<file path="config.mk">
export PLATFORM = sky130hd
export DESIGN_NAME = simon_pkt_unpack
export DESIGN_NICKNAME = d
export VERILOG_FILES = /design/src/rtl/simon_pkt_unpack.sv
export SDC_FILE = /design/constraint.sdc
export NUM_CORES = 1
export LEC_CHECK = 0
export CORE_MARGIN = 2
export CORE_UTILIZATION = 40
export DETAILED_ROUTE_END_ITERATION = 10
export PLACE_DENSITY = 0.6
export SKIP_CTS_REPAIR_TIMING = 1
export SLEW_MARGIN = 20
export SYNTH_ARGS = -nofsm -noshare
export SYNTH_HDL_FRONTEND = slang
export SYNTH_SLANG_ARGS = --single-unit
</file>
<file path="constraint.sdc">
create_clock -name clk -period 2.4 [get_ports clk]
set_input_delay 0.24 -clock clk [delete_from_list [all_inputs] [get_ports clk]]
set_output_delay 0.24 -clock clk [all_outputs]
set_load 0.01 [all_outputs]
</file>
<file path="src/rtl/simon_pkt_unpack.sv">
// simon_pkt_unpack: validates host byte packets and routes keys to a holding register and blocks to a FIFO
module simon_pkt_unpack #(
  parameter int         N     = 16,
  parameter int         M     = 4,
  parameter int         DEPTH = 4,
  parameter logic [3:0] MODE  = 4'd0
) (
  input  logic                   clk,
  input  logic                   nR,
  input  logic                   in_valid,
  input  logic [(N/2+2)*8-1:0]   in,
  output logic                   in_ready,
  output logic                   blk_valid,
  input  logic                   blk_ready,
  output logic [1:0][N-1:0]      blk_data,
  output logic [7:0]             blk_info,
  output logic [$clog2(DEPTH):0] blk_level,
  output logic                   key_valid,
  input  logic                   key_ready,
  output logic [M-1:0][N-1:0]    KEY,
  output logic                   err,
  output logic [1:0]             err_code,
  output logic [7:0]             err_total,
  output logic                   busy
);
  localparam int AW = $clog2(DEPTH);
  typedef enum logic [2:0] {IDLE, CHECK, BLK_A, BLK_B, KEY_WAIT} state_t;
  state_t            state, next;
  logic [3:0][N-1:0] pkt_w;
  logic [7:0]        pkt_cnt, pkt_info, exp_cnt;
  logic [2*N-1:0]    mem_d [DEPTH];
  logic [7:0]        mem_i [DEPTH];
  logic [AW-1:0]     wp, rp;
  logic [1:0]        code;
  logic              full, push, pop, key_load;
  logic [2*N-1:0]    push_d;
  assign in_ready  = state == IDLE;
  assign busy      = state != IDLE;
  assign full      = blk_level == (AW+1)'(DEPTH);
  assign blk_valid = blk_level != '0;
  assign pop       = blk_valid && blk_ready;
  assign blk_data  = mem_d[rp];
  assign blk_info  = mem_i[rp];
  // Error priority, FIFO push gating and key-load permission, then next state
  always_comb begin
    code     = pkt_cnt != exp_cnt ? 2'd1 : pkt_info[3:0] != MODE ? 2'd2 : pkt_info[4] ? 2'd3 : 2'd0;
    push     = (state == BLK_A || state == BLK_B) && !full;
    push_d   = state == BLK_A ? {pkt_w[0], pkt_w[1]} : {pkt_w[2], pkt_w[3]};
    key_load = state == KEY_WAIT && !blk_valid && (!key_valid || key_ready);
    next     = state;
    case (state)
      IDLE:     next = in_valid ? CHECK : IDLE;
      CHECK:    next = code != 2'd0 ? IDLE : pkt_info[5] ? KEY_WAIT : pkt_info[7] ? BLK_A : BLK_B;
      BLK_A:    next = full ? BLK_A : BLK_B;
      BLK_B:    next = full ? BLK_B : IDLE;
      KEY_WAIT: next = key_load ? IDLE : KEY_WAIT;
      default:  next = IDLE;
    endcase
  end
  // State register, captured packet and sequence/error bookkeeping
  always_ff @(posedge clk or negedge nR) begin
    if (!nR) begin
      state     <= IDLE;
      pkt_w     <= '0;
      pkt_cnt   <= '0;
      pkt_info  <= '0;
      exp_cnt   <= '0;
      err       <= 1'b0;
      err_code  <= '0;
      err_total <= '0;
    end else begin
      state <= next;
      err   <= state == CHECK && code != 2'd0;
      if (state == IDLE && in_valid) begin
        pkt_w    <= in[4*N-1:0];
        pkt_cnt  <= in[4*N +: 8];
        pkt_info <= in[4*N+8 +: 8];
      end
      if (state == CHECK && code != 2'd0) begin
        err_code  <= code;
        err_total <= err_total == 8'hFF ? err_total : err_total + 8'd1;
      end
      if (state == CHECK && code == 2'd0)
        exp_cnt <= exp_cnt + 8'd1;
    end
  end
  // Block FIFO: storage, pointers and occupancy; a full FIFO refuses pushes even during a pop
  always_ff @(posedge clk or negedge nR) begin
    if (!nR) begin
      for (int i = 0; i < DEPTH; i++) begin
        mem_d[i] <= '0;
        mem_i[i] <= '0;
      end
      wp        <= '0;
      rp        <= '0;
      blk_level <= '0;
    end else begin
      if (push) begin
        mem_d[wp] <= push_d;
        mem_i[wp] <= pkt_info;
        wp        <= wp + AW'(1);
      end
      if (pop)
        rp <= rp + AW'(1);
      blk_level <= blk_level + (AW+1)'(push) - (AW+1)'(pop);
    end
  end
  // Key holding register; a reload in the same cycle as a consume keeps key_valid high
  always_ff @(posedge clk or negedge nR) begin
    if (!nR) begin
      KEY       <= '0;
      key_valid <= 1'b0;
    end else begin
      if (key_load)
        KEY <= pkt_w[M-1:0];
      key_valid <= key_load ? 1'b1 : key_valid && key_ready ? 1'b0 : key_valid;
    end
  end
endmodule

</file>
==> results by group <==
Critical path
  – Register-to-register path setup slack: 0.17 ns
  – Critical path origin: rp[0]
  – Critical path data required time: 2.16 ns
  – Worst r2r path cells: 9
  – Worst path buffer plus inverter count: 4
  – Startpoint Class: flip-flop
  – Most used cell, CP: buf_4
  – Crit path largest cell delay: 0.51 ns
  – Slowest cell on the critical path: dfrtp_4
  – Setup Crit Path Kind: reg2out
  – Crit path capture type: primary output
  – Critical path peak fanout: 11
  – CP arrival: 2.08 ns
  – Launch point of the worst reg-to-reg path: blk_level[2]
  – Critical R2R Capture: blk_level[2]
  – Setup crit end: blk_data[19]
  – Critical path depth: 5
  – Crit-path leading delay family: buffers and inverters
  – Critical path, cell by cell: buf_4 > buf_12 > buf_4 > mux4_2 > dlymetal6s2s_1

Floorplan
  – Die width: 189.9 µm
  – Row cnt: 68
  – Ports: 207
  – Initial Utilization: 40.31%
  – Die height: 189.9 µm
  – Die Area: 36,050 µm²
  – Core area: 34,290 µm²

Power
  – Int Power: 10.78 mW
  – Peak VDD IR: 0.0005232 V
  – Sequential Power Share: 44.0%
  – Switching power: 3.610 mW
  – Clock share of power: 40.0%
  – Comb pwr share: 16.0%
  – Leak Pwr: 8.738 nW
  – Power Density: 790.1 nW/µm²
  – Net switching fraction of the power: 25.08%

Routing
  – Iteration-0 DRC Markers: 329
  – Routed Antenna Nets: 0
  – DRC: 0
  – Average routed wire per standard cell: 17.68 µm
  – Via count: 8,734
  – Vias per cell: 4.977
  – Drt first pass iters: 4
  – Final wirelength: 31.03 mm

Timing
  – Worst-Margin Slew: 0.6573 ns
  – Final Max Slew Viols: 0
  – Worst Skew: 0.01010 ns
  – Fmax: 430.1 MHz
  – Final min period: 2.325 ns
  – Fin. Hold Viols: 0
  – Slew headroom: 56.18%
  – Final setup violation count: 0
  – Setup TNS: 0 ns
  – Final period util: 96.87%

Placement
  – Final GP Congestion: 0.7385
  – Input/output buffers: 206
  – Post-detail-place hpwl: 20.56 mm

Layout
  – Most frequent cells in the layout: dfrtp_1 (331), mux2_2 (180), clkdlybuf4s50_1 (165)
  – # diodes: 0
  – Share of layout cells above drive strength 1: 27.31%
  – Area Growth Syn to Fin: 31.82%
  – Final net count: 1,364
  – Layout Utilization: 53.13%
  – Most common cell after layout, fill and taps aside: dfrtp_1

Global route
  – Overall Global Routing Usage: 17.60%
  – Largest net degree at the start of global routing: 76
  – Total grt overflow: 0
  – Number of global-route vias before repair: 9,454
  – Antenna violations before repair: 0
  – First-pass GRT wire length: 50.61 mm

Clock network
  – Root Buffer: clkbuf_16
  – Clk Latency, worst-skew pair: 0.51 ns
  – Clock Path Buffers: 3
  – CTS H-tree lvls: 2
  – TritonCTS clock tree: yes
  – Total clock sinks: 334
  – CTS buffer count: 38
  – Clock Pin Slew Worst Setup and Hold Paths: 0.06 ns

Synthesis
  – Avg Cell Area, Syn: 13.42 µm²
  – Post-Syn Area: 13,820 µm²
  – Main flop type after synthesis: dfrtp_1
  – Unique masters post-synth: 36
  – Register area share after synthesis: 60.47%
  – Synthesized Nets: 1,124
  – Synth warnings: 0
  – Flops & latches, synth: 334
  – Number of flops mapped to enable cells by yosys: 0
  – Asr flop ratio synth: 100.0%
  – Syn Inst Count: 1,030

Worst hold path
  – Hold Path Class: in2async

Job
  – Max-cap viol count: 0

Outcome
  – Status: complete, no violations
## registers in the layout, indices dropped and copies added (netlist names), 2 cells and up
signal,count
pkt_cnt,8
KEY,64
err_total,8
pkt_w,64
rp,2
pkt_info,8
err_code,2
mem_d,128
wp,2
mem_i,32
exp_cnt,8
state,3
blk_level,3
## synthesized netlist by cell type, types with 5 or more instances
library cell  count  area, µm²
dfrtp_1         334       8358
nor3_1            5      25.02
mux2i_1          32      320.3
ha_1              8      100.1
nand2_1         140      525.5
nand3_1           8      40.04
nand4_1           9      56.30
buf_2            25      125.1
clkbuf_1         33      123.9
mux4_2           40      900.9
mux2_2          180       2027
o21ai_0         132      660.6
xnor2_1          17      148.9
a21oi_1           7      35.03
nor2_1           10      37.54
inv_1            12      45.04
## power by group through the flow
stage / registers [mW] / clock network (mW) / logic, mW
2_1_floorplan: 6.35 / 0 / 1.19
3_3_place_gp: 6.49 / 0 / 2.05
3_5_place_dp: 6.50 / 0 / 2.06
4_1_cts: 6.40 / 5.95 / 2.07
5_1_grt: 6.40 / 6.18 / 2.52
6_report: 6.34 / 5.75 / 2.30
## worst min-delay path by stage
stage                       from   endpoint  cells after the start
after detailed placement      nR    KEY[11]                      1
after global placement        nR    KEY[11]                      1
after global routing      in[28]  pkt_w[28]                      2
after CTS                     nR  pkt_w[43]                      1
after floorplan               nR     KEY[0]                      0
final                         nR    KEY[11]                      2
## kinds of logic after synthesis
logic type                 share of synthesized area [%]
buffers and inverters                              2.236
xor gates and xnor gates                           1.331
and+or+nand+nor                                    6.138
AOI/OAI and AO/OA                                  5.450
adders and majority gates                         0.8691
muxes                                              23.50
DFF                                                60.47
## cell type report
class | count | area, µm²
clock inverter | 11 | 80.08
fill | 2960 | 16070
inverter | 12 | 45.04
clock buffer | 59 | 1194
tap | 455 | 569.3
sequential | 334 | 8364
multi-input combinational | 622 | 5184
timing repair buffer | 262 | 2783
## through the flow
stage	area (µm²)	total power, mW	hold WS, ns	setup WS, ns	std cells
finish	18220	14.40	0.3096	0.07508	1755
global route	18220	15.10	0.3148	-0.005075	1755
CTS	17990	14.42	-0.2635	-0.3477	1738
detailed placement	16720	8.562	0.2852	0.1761	1668
global placement	16720	8.541	0.2842	0.1982	1668
floorplan	13820	7.540	-0.05559	0.1206	1030
## metal layers
layer,track usage [%],up-vias,share of wire [%]
met2,29.42,169,49
li1,-,4124,-
met5,0,-,0
met3,4.003,35,5.0
met1,23.29,4406,45
met4,4.502,0,1.4
Note: power is estimated with default switching activity, not from simulation.
